--- src/rtl/uart_tx_arb.sv ---
// uart_tx_arb
//   Round-robin scheduler for two byte producers sharing one UART TX line.
//   The granted byte goes out as an 8N1 frame: start bit, eight data bits
//   LSB first, then a stop bit. Bit timing comes from an internal divider.
//   Four divider values are chosen by baud_sel, which is sampled when a
//   byte is accepted.
//
//   Optional feature: define UART_ARB_PARITY_EN to add an even-parity bit
//   between the last data bit and the stop bit.
//
// Ports
//   clki        system clock
//   rstn        asynchronous, active-low reset
//   baud_sel    bit-rate select (0..3 -> DIV0..DIV3 clocks per bit)
//   reqN_valid  requester N offers reqN_data
//   reqN_data   byte from requester N, held while valid and not yet accepted
//   reqN_ready  byte from requester N accepted on this clock edge
//   tx          registered serial output, idle high
//   busy        frame in progress
//   grant_id    requester owning the current or most recent frame
module uart_tx_arb #(
  parameter int unsigned DIV0 = 20000,
  parameter int unsigned DIV1 = 2500,
  parameter int unsigned DIV2 = 417,
  parameter int unsigned DIV3 = 208
) (
  input  logic       clki,
  input  logic       rstn,
  input  logic [1:0] baud_sel,
  input  logic       req0_valid,
  input  logic [7:0] req0_data,
  output logic       req0_ready,
  input  logic       req1_valid,
  input  logic [7:0] req1_data,
  output logic       req1_ready,
  output logic       tx,
  output logic       busy,
  output logic       grant_id
);

  typedef enum logic [2:0] {
    ST_IDLE   = 3'd0,
    ST_START  = 3'd1,
    ST_DATA   = 3'd2,
    ST_PARITY = 3'd3,
    ST_STOP   = 3'd4
  } state_t;

  state_t      state_q, state_d;
  logic [7:0]  shift_q, shift_d;
  logic [2:0]  bit_cnt_q, bit_cnt_d;
  logic [15:0] div_cnt_q, div_cnt_d;
  logic [1:0]  div_sel_q, div_sel_d;
  logic        last_grant_q, last_grant_d;
  logic        grant_id_q, grant_id_d;
  logic        busy_q, busy_d;
  logic        tx_q, tx_d;
`ifdef UART_ARB_PARITY_EN
  logic        parity_q, parity_d;
`endif

  logic        winner;
  logic        xfer;
  logic [7:0]  win_data;
  logic [15:0] div_val;
  logic        tick;

  // State register
  always_ff @(posedge clki or negedge rstn) begin
    if (!rstn) begin
      state_q      <= ST_IDLE;
      shift_q      <= 8'h00;
      bit_cnt_q    <= 3'd0;
      div_cnt_q    <= 16'd0;
      div_sel_q    <= 2'd0;
      last_grant_q <= 1'b1;    // requester 0 wins the first tie
      grant_id_q   <= 1'b0;
      busy_q       <= 1'b0;
      tx_q         <= 1'b1;
`ifdef UART_ARB_PARITY_EN
      parity_q     <= 1'b0;
`endif
    end else begin
      state_q      <= state_d;
      shift_q      <= shift_d;
      bit_cnt_q    <= bit_cnt_d;
      div_cnt_q    <= div_cnt_d;
      div_sel_q    <= div_sel_d;
      last_grant_q <= last_grant_d;
      grant_id_q   <= grant_id_d;
      busy_q       <= busy_d;
      tx_q         <= tx_d;
`ifdef UART_ARB_PARITY_EN
      parity_q     <= parity_d;
`endif
    end
  end

  // Next-state and datapath logic
  always_comb begin
    state_d      = state_q;
    shift_d      = shift_q;
    bit_cnt_d    = bit_cnt_q;
    div_cnt_d    = div_cnt_q;
    div_sel_d    = div_sel_q;
    last_grant_d = last_grant_q;
    grant_id_d   = grant_id_q;
    busy_d       = busy_q;
`ifdef UART_ARB_PARITY_EN
    parity_d     = parity_q;
`endif

    xfer     = req0_ready | req1_ready;
    win_data = req1_ready ? req1_data : req0_data;

    case (div_sel_q)
      2'd0:    div_val = 16'(DIV0);
      2'd1:    div_val = 16'(DIV1);
      2'd2:    div_val = 16'(DIV2);
      default: div_val = 16'(DIV3);
    endcase

    tick = (div_cnt_q == div_val - 16'd1);

    if (state_q != ST_IDLE) begin
      div_cnt_d = tick ? 16'd0 : div_cnt_q + 16'd1;
    end

    case (state_q)
      ST_IDLE: begin
        // busy drops in the first idle cycle, unless the next byte is
        // accepted right away, so back-to-back frames keep it high.
        busy_d = xfer;
        if (xfer) begin
          shift_d      = win_data;
          div_sel_d    = baud_sel;
          grant_id_d   = req1_ready;
          last_grant_d = req1_ready;
          bit_cnt_d    = 3'd0;
          div_cnt_d    = 16'd0;
          state_d      = ST_START;
`ifdef UART_ARB_PARITY_EN
          // Computed before shifting destroys the byte
          parity_d     = ^win_data;
`endif
        end
      end
      ST_START: begin
        if (tick) state_d = ST_DATA;
      end
      ST_DATA: begin
        if (tick) begin
          shift_d   = {1'b0, shift_q[7:1]};
          bit_cnt_d = bit_cnt_q + 3'd1;
          if (bit_cnt_q == 3'd7) begin
`ifdef UART_ARB_PARITY_EN
            state_d = ST_PARITY;
`else
            state_d = ST_STOP;
`endif
          end
        end
      end
`ifdef UART_ARB_PARITY_EN
      ST_PARITY: begin
        if (tick) state_d = ST_STOP;
      end
`endif
      ST_STOP: begin
        if (tick) state_d = ST_IDLE;
      end
      default: begin
        state_d = ST_IDLE;
      end
    endcase
  end

  // Output logic: arbitration and the next tx level
  always_comb begin
    // On a tie the requester that was not served last wins
    if (req0_valid && req1_valid) winner = ~last_grant_q;
    else                          winner = req1_valid;

    req0_ready = rstn && (state_q == ST_IDLE) && req0_valid && !winner;
    req1_ready = rstn && (state_q == ST_IDLE) && req1_valid &&  winner;

    // tx follows the state one cycle late, so the start bit begins on the
    // edge after acceptance and every bit still lasts one full divider period.
    case (state_q)
      ST_START:  tx_d = 1'b0;
      ST_DATA:   tx_d = shift_q[0];
`ifdef UART_ARB_PARITY_EN
      ST_PARITY: tx_d = parity_q;
`endif
      default:   tx_d = 1'b1;
    endcase
  end

  assign tx       = tx_q;
  assign busy     = busy_q;
  assign grant_id = grant_id_q;

endmodule

--- config.mk ---
export PLATFORM = sky130hd
export DESIGN_NAME = uart_tx_arb
export DESIGN_NICKNAME = d
export VERILOG_FILES = /design/src/rtl/uart_tx_arb.sv
export SDC_FILE = /design/constraint.sdc
export NUM_CORES = 1
export LEC_CHECK = 0
export CORE_ASPECT_RATIO = 1.4
export CORE_MARGIN = 5
export CORE_UTILIZATION = 34
export DETAILED_ROUTE_END_ITERATION = 7
export PLACE_DENSITY = 0.62
export SLEW_MARGIN = 20
export SYNTH_ARGS = -nofsm -noshare
export SYNTH_HDL_FRONTEND = slang
export SYNTH_SLANG_ARGS = --single-unit
--- constraint.sdc ---
create_clock -name clki -period 7.55 [get_ports clki]
set_input_delay 0.755 -clock clki [delete_from_list [all_inputs] [get_ports clki]]
set_output_delay 0.755 -clock clki [all_outputs]
set_load 0.03 [all_outputs]
* Word level (Yosys, flattened, before mapping)
Index checks and enable logic that the tools add are counted.
W data, S select, Z words.
** Storage, ports and cells
- Register bits :: 36
- Latch bits :: 0
- Bits in writable memories :: 0
- Memory bits (read-only) :: 0
- Word-level logic and storage cells :: 60
- Memories kept :: 0
** Operators by class
- $add $sub $neg :: 3
- $mul :: 0
- Div/mod/pow operators :: 0
- Order comparisons :: 0
- Equality and inequality tests :: 12
- Shift operators :: 0
- Multiplexer cells :: 20
- Bitwise gates (word level) :: 2
- Reduce and logical (&&, ||, !) cells :: 14
** Operators with widths (count)
- $mux W16 :: 4
- $pmux W15 S3 :: 1
- $mux W8 :: 3
- $mux W3 :: 7
- $add A16 B1 Y16 const B :: 1
- $eq A16 B16 Y1 :: 1
- $pmux W8 S2 :: 1
- $sub A16 B1 Y16 const B :: 1
- $pmux W3 S4 :: 1
- $ne A2 B2 Y1 const B :: 5
- $eq A3 B3 Y1 const B :: 2
- $logic_and A1 B1 Y1 :: 6
- $pmux W3 S2 :: 1
- $reduce_and A5 Y1 :: 1
- $add A3 B1 Y3 const B :: 1
- $eq A3 B1 Y1 const B :: 1
- $eq A3 B2 Y1 const B :: 1
- $logic_not A3 Y1 :: 1
- $reduce_and A3 Y1 :: 1
- $reduce_bool A3 Y1 :: 1
- $eq A2 B1 Y1 const B :: 1
- $eq A2 B2 Y1 const B :: 1
- $logic_not A2 Y1 :: 1
- $pmux W1 S2 :: 1
- other kinds (6) :: 6

* Logic depth before layout (Yosys ltp)
Gate-level depths: netlist (run 1).
- Depth in word-level cells :: 8
- Mapped depth :: 8

* Least setup slack after synthesis (run 1)
Ideal clock, no wire load.
- Path type :: flip-flop to flip-flop
- From :: register div_sel_q[0]
- To :: register div_cnt_q[1]
- Setup time :: 0.122 ns
- Arrival :: 2.685 ns
- Slack :: 4.743 ns
- Cell stages (with the launch flop) :: 8
- Period minus slack after synthesis :: 2.807 ns
- Cells stage by stage :: dfrtp_1 inv_1 ha_1 or4b_4 mux2_4 nor3b_4 or4_4 a32o_1
** Between the ends
- Word-level cells in the longest chain between the ends :: 8
- Elaborated cells between the ends (all ways) :: 10
- Classes of those cells :: 1 x add/sub; 3 x eq/ne; 5 x mux; 1 x reduce/logical
** Ends and longest elaborated chain
- from (decl) :: RTL line 53 : logic [1:0] div_sel_q, div_sel_d;
- from (signal assigned) :: RTL line 88 : div_sel_q <= div_sel_d;
- $eq A2 B2 Y1 (tied with other cells) :: RTL line 116 : case (div_sel_q)
- $pmux W15 S3 (*) :: RTL line 116
- $sub A16 B1 Y16 (*) :: RTL line 123 : tick = (div_cnt_q == div_val - 16'd1);
- $eq A16 B16 Y1 (*) :: RTL line 123
- $mux W16 (*) :: RTL line 126 : div_cnt_d = tick ? 16'd0 : div_cnt_q + 16'd1;
- $mux W16 (*) :: RTL line 125 : if (state_q != ST_IDLE) begin
- $mux W16 :: RTL line 134 : if (xfer) begin
- $mux W16 (*) :: RTL line 129 : case (state_q)
- named net div_cnt_d[1] :: RTL line 52 : logic [15:0] div_cnt_q, div_cnt_d;
- to (signal assigned) :: RTL line 87 : div_cnt_q <= div_cnt_d;
- to (decl) :: RTL line 52
Mark *: on every way through the listed nets, which the timed path passes. The rest lies on a longest branch.
A chain may end at the register's enable or synchronous reset.

* Final worst setup path (run 1)
- From :: input port rstn
- To :: output port req1_ready
** Between the ends
- Word-level cells in the longest chain between the ends :: 3
** Ends and longest elaborated chain
- from (decl) :: RTL line 28 : input logic rstn,
- $logic_and A1 B1 Y1 (3 in series) :: RTL line 185 : req1_ready = rstn && (state_q == ST_IDLE) && req1_valid && winner;
- to (decl) :: RTL line 35 : output logic req1_ready,
No other way between the ends.

==> impl_metrics.py, run 1 <==
metrics = {
    "global_route": {
        "grt_pass1_vias": 1862,
        "overflow": 0,
        "grt_pass1_wl_um": 8310,
        "grt_max_degree": 40,
        "grt_usage_pct": 12.4,
        "antenna_found_initial": 0,
    },
    "drt": {
        "wl_per_cell_um": 14.2,
        "via_per_inst": 5.44,
        "drt_iter0_markers": 51,
        "vias": 1818,
        "drc": 0,
        "ant_nets": 0,
        "first_pass_iters": 4,
        "drt-total-wl_um": 4750,
    },
    "clock_network": {
        "htree_levels": 2,
        "root_buffer": "clkbuf_8",
        "cts_inserted_buffers": 5,
        "hold_buffers": 0,
        "clk_pin_slew_worst_paths_ps": 70,
        "worst_skew_pair.late_latency_ps": 280,
        "cts_sinks": 36,
        "tritoncts": "yes",
        "cts_setup_buffers": 0,
        "clockBufferDepth": 2,
        "cts_resized": 0,
    },
    "placed_design": {
        "port_buffers": 26,
        "place_hpwl_um": 3500,
        "gp_congestion": 0.788,
    },
    "floorplanning": {
        "start_util_pct": 35.1,
        "floorplan.die_area_mm2": 0.00824,
        "core_area_mm2": 0.00630,
        "die_width_um": 78.2,
        "row_count": 34,
        "io_pins": 27,
        "die_h_um": 105,
    },
    "min_path": {
        "hp-class": "reg2reg",
    },
    "status": {
        "outcome": "completed",
    },
    "yosys": {
        "synth-xor-area-share_pct": 6.73,
        "synth_top_family_by_area": "simple AND/OR/NAND/NOR gates",
        "yosysMostFrequentCell": "dfrtp_1",
        "syn_area_per_cell_um2": 9.33,
        "synthCells": 237,
        "ys_top_cells_by_count": "dfrtp_1, nor2_1, nand2_1",
        "synth_compound_area_share_pct": 13.0,
        "synth-seq-cells": 36,
        "syn_nets": 269,
        "syn_area_mm2": 0.00221,
        "yosys.area_share.adder_pct": 5.66,
        "yosysTopAreaCellShare_pct": 38.5,
        "synth_flop_cell": "dfrtp_1",
        "synth-simple-area-share_pct": 24.5,
        "synth_mux_area_share_pct": 5.66,
        "synth_edf_count": 0,
        "ys_types": 48,
        "yosysWarnings": 0,
        "ys_top_cells_by_area": "dfrtp_1, ha_1, mux2i_1, xnor2_1, a21oi_1",
        "seq_area_frac_synth_pct": 40.8,
        "synth_area_leader_cell": "dfrtp_1",
        "async_flop_share_pct": 100,
    },
    "layout": {
        "drive_gt1_share_pct": 10.7,
        "seq_area_um2": 903,
        "area_delta_synth_final_pct": 20.3,
        "antenna_cells": 0,
        "final_util_pct": 42.3,
        "layout.nets": 293,
        "fill_cells": 620,
        "multi_input_area_mm2": 0.00123,
    },
    "setup_path": {
        "crit_arrival_ps": 3030,
        "worstPathRequired_ps": 6800,
        "path_max_fanout": 39,
        "worstSetupPathType": "in2out",
        "worstSetupEndpointType": "primary output",
        "startpoint_type": "primary input",
        "regToRegSetupSlack_ps": 4520,
    },
    "sta": {
        "max-slew-margin-rel_pct": 52.5,
        "finalCritPeriodShare_pct": 50.1,
        "fin_tns_setup_ps": 0,
        "worst_pin_slew_ps": 711,
        "timing.final.hold_violations": 0,
        "fin_skew_ps": 3.58,
        "fmax_mhz": 265,
        "rsz0062_at_grt": "no",
        "setup_viol": 0,
        "slew_violations": 0,
        "fin_crit_ps": 3780,
    },
    "power_and_ir_drop": {
        "p_seq_share_pct": 44.9,
        "p_comb_share_pct": 26.8,
        "vdd_ir_drop_max_mv": 0.103,
        "pwr-share-clk_pct": 28.3,
        "p_leak_nw": 1.05,
        "p_int_w": 0.000449,
        "power_density_mw_per_mm2": 248,
        "p_switching_w": 0.000212,
        "swShare_pct": 32.0,
    },
    "run": {
        "max_cap_violations": 0,
    },
}
-- final timing paths --
path / cells after the start / start / end
min in group asynchronous: 2 / rstn / div_cnt_q[12]
max reg2reg: 7 / div_sel_q[0] / div_cnt_q[1]
max in group asynchronous: 2 / rstn / tx
min: 2 / busy / busy
max: 5 / rstn / req1_ready
min reg2reg: 2 / busy / busy
-- cells in the final DEF (no fill, tap or decap), types with 5 or more instances in the layout --
cell type / synthesis / final
xnor2_1: 9 / 9
ha_1: 10 / 10
nor2_1: 19 / 19
o21ai_0: 11 / 11
xor2_1: 8 / 8
clkbuf_8: 0 / 7
inv_1: 8 / 8
mux2i_1: 11 / 11
nor3_1: 13 / 13
dfrtp_1: 34 / 34
nand2_1: 17 / 17
nand4_1: 5 / 5
nand3_1: 14 / 14
clkdlybuf4s50_1: 0 / 25
a21oi_1: 15 / 15
-- area by class of cell --
type / instances / area share (%)
clock inverter: 1 / 1.13
clock buffer: 7 / 3.62
timing repair buffer: 29 / 10.4
multi-input combinational: 181 / 46.4
sequential: 36 / 33.9
tap: 72 / 3.39
inverter: 8 / 1.13
-- per-stage QoR --
step | hold slack (ps) | setup slack [ps] | power [W] | cell area [µm²] | std cells
finish | 479 | 3770 | 0.000661 | 2660 | 334
global route | 509 | 3600 | 0.000705 | 2660 | 334
CTS | 487 | 3720 | 0.000668 | 2660 | 334
detailed placement | 467 | 3720 | 0.000479 | 2530 | 326
global placement | 469 | 3740 | 0.000474 | 2530 | 326
floorplan | 455 | 4740 | 0.000422 | 2210 | 237
-- kinds of logic (layout without fill, tap and decap cells) --
group / count (synthesis) / count (layout)
compound gates: 45 / 45
xor+xnor: 17 / 17
flops: 36 / 36
simple gates: 97 / 97
fa+ha+maj: 10 / 10
buf+inv: 20 / 45
mux: 12 / 12
-- routing by layer --
| layer | wire length (µm) | vias to the layer above | global-route usage [%] |
|---|---|---|---|
| li1 | - | 896 | - |
| met4 | 63 | 0 | 4.13 |
| met2 | 2490 | 30 | 23.1 |
| met3 | 159 | 4 | 2.73 |
| met5 | 0 | - | 0 |
| met1 | 2040 | 888 | 13.8 |
-- registers in the layout (all words and copies together), names as in the netlist --
name,cells
bit_cnt_q,3
busy,1
div_cnt_q,16
div_sel_q,2
grant_id,1
last_grant_q,1
shift_q,8
state_q,3
tx,1
-- critical path: stages --
cell and delay, ps:
buf_2 80, buf_4 410, or4b_2 740, nor2_1 290, clkdlybuf4s50_1 730
-- power groups by stage --
stage          Sequential (W)  Clock, W  Combinational (W)
2_1_floorplan        0.000283         0           0.000139
3_3_place_gp         0.000300         0           0.000174
3_5_place_dp         0.000301         0           0.000179
4_1_cts              0.000297  0.000192           0.000180
5_1_grt              0.000305  0.000199           0.000201
6_report             0.000297  0.000187           0.000177
(Power assumes the default switching activity.)
==> inputs of run 2 (changes only) <==
Clock period 7.55 ns to 3.7 ns, I/O delays scaled along.
==> impl_metrics.py, run 2 (same netlist as run 1, synthesis figures left out) <==
metrics = {
    "power_and_ir_drop": {
        "p_switching_w": 0.000444,
        "swShare_pct": 32.6,
        "p_comb_share_pct": 27.0,
        "vdd_ir_drop_max_mv": 0.194,
        "p_int_w": 0.000917,
        "p_leak_nw": 1.05,
        "p_total_w": 0.00136,
        "p_seq_share_pct": 44.7,
        "pwr-share-clk_pct": 28.2,
        "power_density_mw_per_mm2": 511,
    },
    "sta": {
        "rsz0062_at_grt": "no",
        "worst_pin_slew_ps": 701,
        "fin_crit_ps": 3020,
        "fin_ws_ps": 679,
        "finalCritPeriodShare_pct": 81.7,
        "fin_skew_ps": 5.72,
        "slew_violations": 0,
        "setup_viol": 0,
        "fin_tns_setup_ps": 0,
        "timing.final.hold_violations": 0,
        "max-slew-margin-rel_pct": 53.1,
        "fmax_mhz": 331,
    },
    "clock_network": {
        "cts_inserted_buffers": 5,
        "cts_resized": 0,
        "htree_levels": 2,
        "cts_sinks": 36,
        "cts_setup_buffers": 0,
        "root_buffer": "clkbuf_8",
        "hold_buffers": 0,
        "clockBufferDepth": 2,
        "tritoncts": "yes",
        "worst_skew_pair.late_latency_ps": 290,
        "clk_pin_slew_worst_paths_ps": 80,
    },
    "placed_design": {
        "pre_cts_ws_ps": 752,
        "place_hpwl_um": 3650,
        "gp_congestion": 0.945,
        "port_buffers": 26,
    },
    "setup_path": {
        "r2r_start": "div_sel_q[0]",
        "worstSetupPathType": "reg2out",
        "ff2ff_path_depth": 7,
        "startpoint_type": "register",
        "cp_slowest_stage_delay_ps": 830,
        "crit_arrival_ps": 2650,
        "cpLargestDelayFamily": "simple AND/OR/NAND/NOR gates",
        "reg2reg_to": "div_cnt_q[1]",
        "cp.buffers_inverters": 1,
        "regToRegSetupSlack_ps": 710,
        "worstPathRequired_ps": 3330,
        "worstSetupEndpointType": "primary output",
        "startpoint": "state_q[1]",
        "crit_chain": "or4b_2, nor2_1, clkdlybuf4s50_1",
        "slowest_stage": "or4b_2",
        "path_max_fanout": 10,
    },
    "drt": {
        "drc": 0,
        "drt_iter0_markers": 90,
        "ant_nets": 0,
        "via_per_inst": 5.41,
        "wl_per_cell_um": 14.6,
        "vias": 1812,
        "first_pass_iters": 4,
        "drt-total-wl_um": 4900,
    },
    "layout": {
        "area_delta_synth_final_pct": 20.4,
        "final_common_cell": "dfrtp_1",
        "final_cell_mix": "dfrtp_1, clkdlybuf4s50_1, nor2_1",
        "largest_reg_flops": 16,
        "regMostFlops": "div_cnt_q",
        "top_regs": "div_cnt_q: 16 flops, shift_q: 8 flops",
        "antenna_cells": 0,
        "layout.nets": 294,
        "drive_gt1_share_pct": 10.6,
    },
    "global_route": {
        "grt_usage_pct": 13.4,
        "met2_usage_pct": 24.4,
        "antenna_found_initial": 0,
        "grt_pass1_vias": 1949,
        "overflow": 0,
        "grt_busiest_layer": "met2",
        "grt_max_degree": 39,
        "gr-usage-met3_pct": 2.65,
        "use_met1_pct": 15.5,
        "grt_pass1_wl_um": 9070,
    },
    "min_path": {
        "hp-class": "in2async",
    },
    "floorplanning": {
        "io_pins": 27,
        "row_count": 34,
        "core_area_mm2": 0.00630,
        "floorplan.die_area_mm2": 0.00824,
        "die_h_um": 105,
        "start_util_pct": 35.1,
        "die_width_um": 78.2,
    },
    "run": {
        "max_cap_violations": 0,
    },
    "status": {
        "outcome": "completed",
    },
}
[run 2: cell types whose count changed in the layout (fill, tap and decap cells not counted)]
| cell | before | now |
|---|---|---|
| nor4b_1 | 0 | 1 |
| buf_4 | 3 | 4 |
| nor4b_2 | 1 | 0 |
[run 2: power by group through the flow]
| stage | Combinational, W | Sequential [W] | Clock (W) |
|---|---|---|---|
| after global placement | 0.000359 | 0.000613 | 0 |
| after floorplan | 0.000283 | 0.000577 | 0 |
| after CTS | 0.000373 | 0.000609 | 0.000397 |
| after global routing | 0.000425 | 0.000632 | 0.000412 |
| after detailed placement | 0.000368 | 0.000616 | 0 |
| final | 0.000368 | 0.000609 | 0.000384 |
[run 2: cell type report]
| type | count | area [µm²] |
|---|---|---|
| Clock buffer | 7 | 96.3 |
| Clock inverter | 1 | 30.0 |
| Fill cell | 613 | 3630 |
| Inverter | 8 | 30.0 |
| Multi-Input combinational cell | 181 | 1230 |
| Sequential cell | 36 | 903 |
| Tap cell | 72 | 90.1 |
| Timing Repair Buffer | 30 | 285 |
[run 2: worst max path at each step]
| stage | to | slack [ps] | cells after the start |
|---|---|---|---|
| after global routing | shift_q[1] | 530 | 8 |
| after detailed placement | div_cnt_q[1] | 750 | 7 |
| after CTS | req1_ready | 660 | 3 |
| after global placement | div_cnt_q[1] | 800 | 7 |
| after floorplan | div_cnt_q[1] | 890 | 7 |
| final | req1_ready | 680 | 3 |
[run 2: metal layers]
metal / routed length [µm] / vias to the layer above
li1: - / 893
met1: 2030 / 871
met2: 2630 / 36
met3: 144 / 12
met4: 96 / 0
met5: 0 / -
[run 2: metrics by stage]
step | utilization, % | hold slack (ps) | cells | instance area (µm²)
after global routing | 42.3 | 194 | 335 | 2660
after global placement | 40.3 | 466 | 327 | 2540
final | 42.3 | 146 | 335 | 2660
after floorplan | - | 74.4 | 237 | 2210
after detailed placement | 40.3 | 472 | 327 | 2540
after CTS | 42.3 | 169 | 335 | 2660
